### src/rtl/matmul_seq.sv
// Sequencer for C = A x B on NxN row-major 32-bit matrices. It walks the i/j/k loop nest
// over a single-outstanding data-memory port and writes each C element back when its dot product is complete.
module matmul_seq #(
   parameter int          N      = 8,
   parameter logic [31:0] BASE_A = 32'h0000_0100,
   parameter logic [31:0] BASE_B = 32'h0000_0200,
   parameter logic [31:0] BASE_C = 32'h0000_0300
) (
   input  logic        clk,
   input  logic        reset,
   input  logic        start,
   output logic        busy,
   output logic        done,
   output logic        mem_req,
   output logic        mem_we,
   output logic [31:0] mem_addr,
   output logic [31:0] mem_wdata,
   input  logic        mem_gnt,
   input  logic        mem_rvalid,
   input  logic [31:0] mem_rdata,
   output logic [31:0] cycles
);

   typedef enum logic [2:0] {
      IDLE, RD_A, WAIT_A, RD_B, WAIT_B, MAC, WR_C, DONE
   } state_t;

   localparam logic [31:0] NW   = 32'(N);
   localparam logic [4:0]  LAST = 5'(N - 1);

   state_t      r_state;
   state_t      w_state_next;
   logic [4:0]  r_i;
   logic [4:0]  r_j;
   logic [4:0]  r_k;
   logic [31:0] r_acc;
   logic [31:0] r_a;
   logic [31:0] r_b;
   logic [31:0] r_cycles;
   logic [31:0] w_off_a;
   logic [31:0] w_off_b;
   logic [31:0] w_off_c;
   logic [31:0] w_prod;

   // Indices only move on state transitions, so the derived addresses stay put during grant stalls.
   assign w_off_a = ((32'(r_i) * NW) + 32'(r_k)) << 2;
   assign w_off_b = ((32'(r_k) * NW) + 32'(r_j)) << 2;
   assign w_off_c = ((32'(r_i) * NW) + 32'(r_j)) << 2;
   assign w_prod  = r_a * r_b;
   assign cycles  = r_cycles;

   always_ff @(posedge clk or posedge reset) begin
      if (reset) begin
         r_state <= IDLE;
      end else begin
         r_state <= w_state_next;
      end
   end

   always_comb begin
      w_state_next = r_state;
      mem_req      = 1'b0;
      mem_we       = 1'b0;
      mem_addr     = 32'd0;
      mem_wdata    = 32'd0;
      busy         = (r_state != IDLE);
      done         = (r_state == DONE);
      case (r_state)
         IDLE: begin
            if (start) w_state_next = RD_A;
         end
         RD_A: begin
            mem_req  = 1'b1;
            mem_addr = BASE_A + w_off_a;
            if (mem_gnt) w_state_next = WAIT_A;
         end
         WAIT_A: begin
            if (mem_rvalid) w_state_next = RD_B;
         end
         RD_B: begin
            mem_req  = 1'b1;
            mem_addr = BASE_B + w_off_b;
            if (mem_gnt) w_state_next = WAIT_B;
         end
         WAIT_B: begin
            if (mem_rvalid) w_state_next = MAC;
         end
         MAC: begin
            w_state_next = (r_k == LAST) ? WR_C : RD_A;
         end
         WR_C: begin
            mem_req   = 1'b1;
            mem_we    = 1'b1;
            mem_addr  = BASE_C + w_off_c;
            mem_wdata = r_acc;
            if (mem_gnt) begin
               w_state_next = ((r_j == LAST) && (r_i == LAST)) ? DONE : RD_A;
            end
         end
         DONE: begin
            w_state_next = IDLE;
         end
         default: begin
            w_state_next = IDLE;
         end
      endcase
   end

   always_ff @(posedge clk or posedge reset) begin
      if (reset) begin
         r_i      <= 5'd0;
         r_j      <= 5'd0;
         r_k      <= 5'd0;
         r_acc    <= 32'd0;
         r_a      <= 32'd0;
         r_b      <= 32'd0;
         r_cycles <= 32'd0;
      end else begin
         // The loop counter runs through every working state and holds in IDLE and DONE.
         if ((r_state != IDLE) && (r_state != DONE)) begin
            r_cycles <= r_cycles + 32'd1;
         end
         case (r_state)
            IDLE: begin
               if (start) begin
                  r_i      <= 5'd0;
                  r_j      <= 5'd0;
                  r_k      <= 5'd0;
                  r_acc    <= 32'd0;
                  r_cycles <= 32'd0;
               end
            end
            WAIT_A: begin
               if (mem_rvalid) r_a <= mem_rdata;
            end
            WAIT_B: begin
               if (mem_rvalid) r_b <= mem_rdata;
            end
            MAC: begin
               r_acc <= r_acc + w_prod;
               if (r_k != LAST) r_k <= r_k + 5'd1;
            end
            WR_C: begin
               if (mem_gnt) begin
                  r_acc <= 32'd0;
                  r_k   <= 5'd0;
                  if (r_j != LAST) begin
                     r_j <= r_j + 5'd1;
                  end else if (r_i != LAST) begin
                     r_j <= 5'd0;
                     r_i <= r_i + 5'd1;
                  end
               end
            end
            default: begin
            end
         endcase
      end
   end

endmodule

### config.mk
export PLATFORM = sky130hd
export DESIGN_NAME = matmul_seq
export DESIGN_NICKNAME = d
export VERILOG_FILES = /design/src/rtl/matmul_seq.sv
export SDC_FILE = /design/constraint.sdc
export NUM_CORES = 2
export LEC_CHECK = 0
export CELL_PAD_IN_SITES_DETAIL_PLACEMENT = 0
export CELL_PAD_IN_SITES_GLOBAL_PLACEMENT = 1
export CORE_MARGIN = 5
export CORE_UTILIZATION = 35
export CTS_CLUSTER_DIAMETER = 150
export CTS_CLUSTER_SIZE = 25
export DETAILED_ROUTE_END_ITERATION = 6
export PLACE_DENSITY_LB_ADDON = 0.1
export SLEW_MARGIN = 20
export SYNTH_ARGS = -nofsm -noshare
export SYNTH_HDL_FRONTEND = slang
export SYNTH_SLANG_ARGS = --single-unit
### constraint.sdc
create_clock -name clk -period 17.3 [get_ports clk]
set_input_delay 3.46 -clock clk [delete_from_list [all_inputs] [get_ports clk]]
set_output_delay 3.46 -clock clk [all_outputs]
set_load 0.005 [all_outputs]
==> flow_results.xml <==
<?xml version="1.0" encoding="UTF-8"?>
<metrics>
  <group name="run_status">
    <metric name="result_of_the_run" unit="">complete, no violations</metric>
  </group>
  <group name="routing">
    <metric name="via_count" unit="">16600</metric>
    <metric name="drt-vias-per-instance" unit="">4.81</metric>
    <metric name="drt_iter0_markers" unit="">736</metric>
    <metric name="routed_wl" unit="um">70700</metric>
    <metric name="route.detailed.drc" unit="">0</metric>
    <metric name="drtPass1Iterations" unit="">4</metric>
    <metric name="avgRoutedWirePerCell" unit="um">20.5</metric>
    <metric name="drt.antenna.violating_nets" unit="">0</metric>
  </group>
  <group name="cts">
    <metric name="max-clock-path-buffers" unit="">2</metric>
    <metric name="tritoncts.num_buffers" unit="">17</metric>
    <metric name="tritoncts" unit="">built</metric>
    <metric name="clk-insertion-delay-late" unit="ns">0.49</metric>
    <metric name="clockRootBuffer" unit="">clkbuf_16</metric>
    <metric name="cts_htree_levels" unit="">4</metric>
    <metric name="worst_setup_hold_path_clk_slew" unit="ns">0.08</metric>
    <metric name="cts.hold.buffers_added" unit="">0</metric>
    <metric name="numClockSinks" unit="">146</metric>
    <metric name="cts.repair_timing.setup_buffer_count" unit="">0</metric>
    <metric name="cts_repair_resize_count" unit="">0</metric>
  </group>
  <group name="cells_and_area">
    <metric name="nFillCells" unit="">6815</metric>
    <metric name="layout-area-overhead-vs-synth" unit="%">10.6</metric>
    <metric name="mostFrequentLayoutCells" unit="">inv_1 (501), fa_1 (441), and2_1 (333)</metric>
    <metric name="layout.cells.most_common" unit="">inv_1</metric>
    <metric name="drive_above_1_share" unit="%">5.70</metric>
    <metric name="final_net_count" unit="">3179</metric>
  </group>
  <group name="synth">
    <metric name="synthDistinctLibCells" unit="">62</metric>
    <metric name="dominantRegCellSynth" unit="">dfrtp_1</metric>
    <metric name="synth.yosys.warnings" unit="">0</metric>
    <metric name="postSynthCellCount" unit="">2530</metric>
    <metric name="syn_area" unit="sq mm">0.0238</metric>
    <metric name="avgSynthCellArea" unit="sq um">9.39</metric>
    <metric name="yosys_register_bits" unit="">146</metric>
    <metric name="synth_enable_flop_cells" unit="">0</metric>
    <metric name="synth-async-reset-ratio" unit="%">100</metric>
    <metric name="synth-seq-area-share" unit="%">15.4</metric>
  </group>
  <group name="floorplan">
    <metric name="top_level_ports" unit="">137</metric>
    <metric name="fp.dieArea" unit="sq mm">0.0732</metric>
    <metric name="rows" unit="">95</metric>
    <metric name="die_w" unit="um">271</metric>
    <metric name="die-height" unit="um">271</metric>
    <metric name="starting_utilization_of_the_core_area" unit="%">35.3</metric>
    <metric name="placeableCoreArea" unit="sq mm">0.0673</metric>
  </group>
  <group name="critical_path">
    <metric name="worstRegToRegCells" unit="">24</metric>
    <metric name="timing.setup.critical_path_class" unit="">reg2reg</metric>
    <metric name="cp.required" unit="ns">17.64</metric>
    <metric name="critical_path_arrival" unit="ns">8.24</metric>
    <metric name="crit_path_max_fanout" unit="">20</metric>
    <metric name="startpoint_type" unit="">flop</metric>
    <metric name="endpoint_kind" unit="">flop</metric>
  </group>
  <group name="sta">
    <metric name="fin_crit" unit="ns">7.90</metric>
    <metric name="max_clock_freq" unit="MHz">127</metric>
    <metric name="grt_setup_unrepaired" unit="">false</metric>
    <metric name="finalHoldWorstSlack" unit="ns">0.492</metric>
    <metric name="timing_max_transition_violations_final" unit="">0</metric>
    <metric name="finalSetupViolCount" unit="">0</metric>
    <metric name="measured_slew_at_the_worst_slew_check_pin" unit="ns">1.10</metric>
    <metric name="timing_hold_violations_final" unit="">0</metric>
    <metric name="skew" unit="ns">0.0252</metric>
    <metric name="max-slew-margin-rel" unit="%">26.8</metric>
    <metric name="layout_worst_path_cycle_share" unit="%">45.7</metric>
    <metric name="fin_tns_setup" unit="ns">0</metric>
  </group>
  <group name="placed_design">
    <metric name="numPortBuffers" unit="">114</metric>
    <metric name="global_placer_s_final_weighted_congestion" unit="">0.788</metric>
    <metric name="dp_hpwl" unit="um">54800</metric>
  </group>
  <group name="min_path">
    <metric name="hp-class" unit="">reg2reg</metric>
    <metric name="worst_hold_path.num_cells" unit="">2</metric>
  </group>
  <group name="grt">
    <metric name="grt_overflow" unit="">0</metric>
    <metric name="largest_net_degree_at_the_start_of_global_routing" unit="">85</metric>
    <metric name="number_of_antenna_violations_at_the_first_check_in_global_routing" unit="">3</metric>
    <metric name="first_global_vias" unit="">18600</metric>
    <metric name="grt_total_usage" unit="%">20.1</metric>
    <metric name="grt_first_pass_wirelength" unit="um">113000</metric>
  </group>
  <group name="job">
    <metric name="timing.max_cap.violations" unit="">0</metric>
  </group>
</metrics>
final cells by class:
cell class                      instances  area [sq um]  area share [%]
Multi-Input combinational cell       1751         17600            67.1
Clock inverter                         15           199           0.757
Antenna cell                            1          2.50         0.00953
Tap cell                              873          1090            4.16
Sequential cell                       146          3650            13.9
Clock buffer                           17           425            1.62
Timing Repair Buffer                  143          1360            5.17
Inverter                              505          1900            7.23
registers in the layout, summed over array words and instances, names as in the netlist:
name     flops
cycles      32
r_b         32
r_state      3
r_k          5
r_acc       32
r_j          5
r_a         32
r_i          5
worst max-delay path: stages, from the launching register on:
cell and delay [ns]:
dfrtp_1 0.81, buf_4 0.34, nand2_1 0.10, fa_1 0.50, fa_1 0.54, inv_1 0.05, fa_1 0.48, inv_1 0.06
fa_1 0.53, inv_1 0.05, fa_1 0.48, fa_1 0.50, fa_1 0.49, inv_1 0.05, fa_1 0.47, inv_1 0.04
ha_1 0.38, and3_1 0.26, nand3_1 0.09, a211o_1 0.26, a311oi_1 0.57, a211oi_1 0.25, a21oi_1 0.21, xnor2_1 0.14
o21ai_1 0.07
synth_stat cells, drive strengths merged, types with 8 or more instances:
master  instances  area, sq um
a21o           14          105
ha            137         1710
dfrtp         146         3650
fa            441         8830
and3           12         80.1
nand2b          9         56.3
clkbuf        118          443
xnor2          76          666
xor2           54          473
mux2i          10          100
nor2           84          315
inv           504         1890
a21oi          39          199
nand4          11         68.8
buf            31          225
and2          333         2080
mux2           65          732
o21ai          53          265
nand3          36          180
nand2         286         1080
nor3            8         61.3
final timing paths:
path,start,end,slack (ns)
min in group asynchronous,reset,cycles[12],3.53
worst min register to register,r_acc[23],r_acc[23],0.49
worst max register to register,r_b[0],r_acc[31],9.40
max in group asynchronous,reset,r_a[6],12.23
worst max-delay path,r_b[0],r_acc[31],9.40
worst min-delay path,r_acc[23],r_acc[23],0.49
per-layer routing:
layer | track usage, % | wire length [um] | vias up
met5 | 0 | 13 | -
li1 | - | - | 7554
met2 | 34.2 | 34600 | 293
met3 | 2.68 | 2610 | 65
met1 | 27.4 | 32200 | 8676
met4 | 4.41 | 1280 | 2
through the flow:
step | utilization (%) | cell area [sq um] | std cells | setup slack (ns)
5_1_grt | 39.0 | 26300 | 3450 | 9.07
3_3_place_gp | 38.1 | 25600 | 3418 | 9.54
6_report | 39.0 | 26300 | 3451 | 9.40
2_1_floorplan | - | 23800 | 2551 | 9.92
4_1_cts | 39.0 | 26300 | 3450 | 9.46
3_5_place_dp | 38.1 | 25600 | 3418 | 9.49
cells by family (layout without fill, tap and decap cells):
family | count (synthesis) | count (layout) | share of synthesized area (%)
flip-flops | 146 | 146 | 15.4
multiplexers | 75 | 75 | 3.50
XOR/XNOR | 130 | 130 | 4.79
AO/OA/AOI/OAI | 145 | 145 | 3.85
adder cells (fa/ha/maj) | 578 | 578 | 44.4
other | 1 | 23 | 0.0158
AND/OR/NAND/NOR | 801 | 801 | 17.3
buffers and inverters | 654 | 680 | 10.8
Power is not shown: default switching activity piles up to over one toggle a cycle in this logic, so the estimate is an artifact.
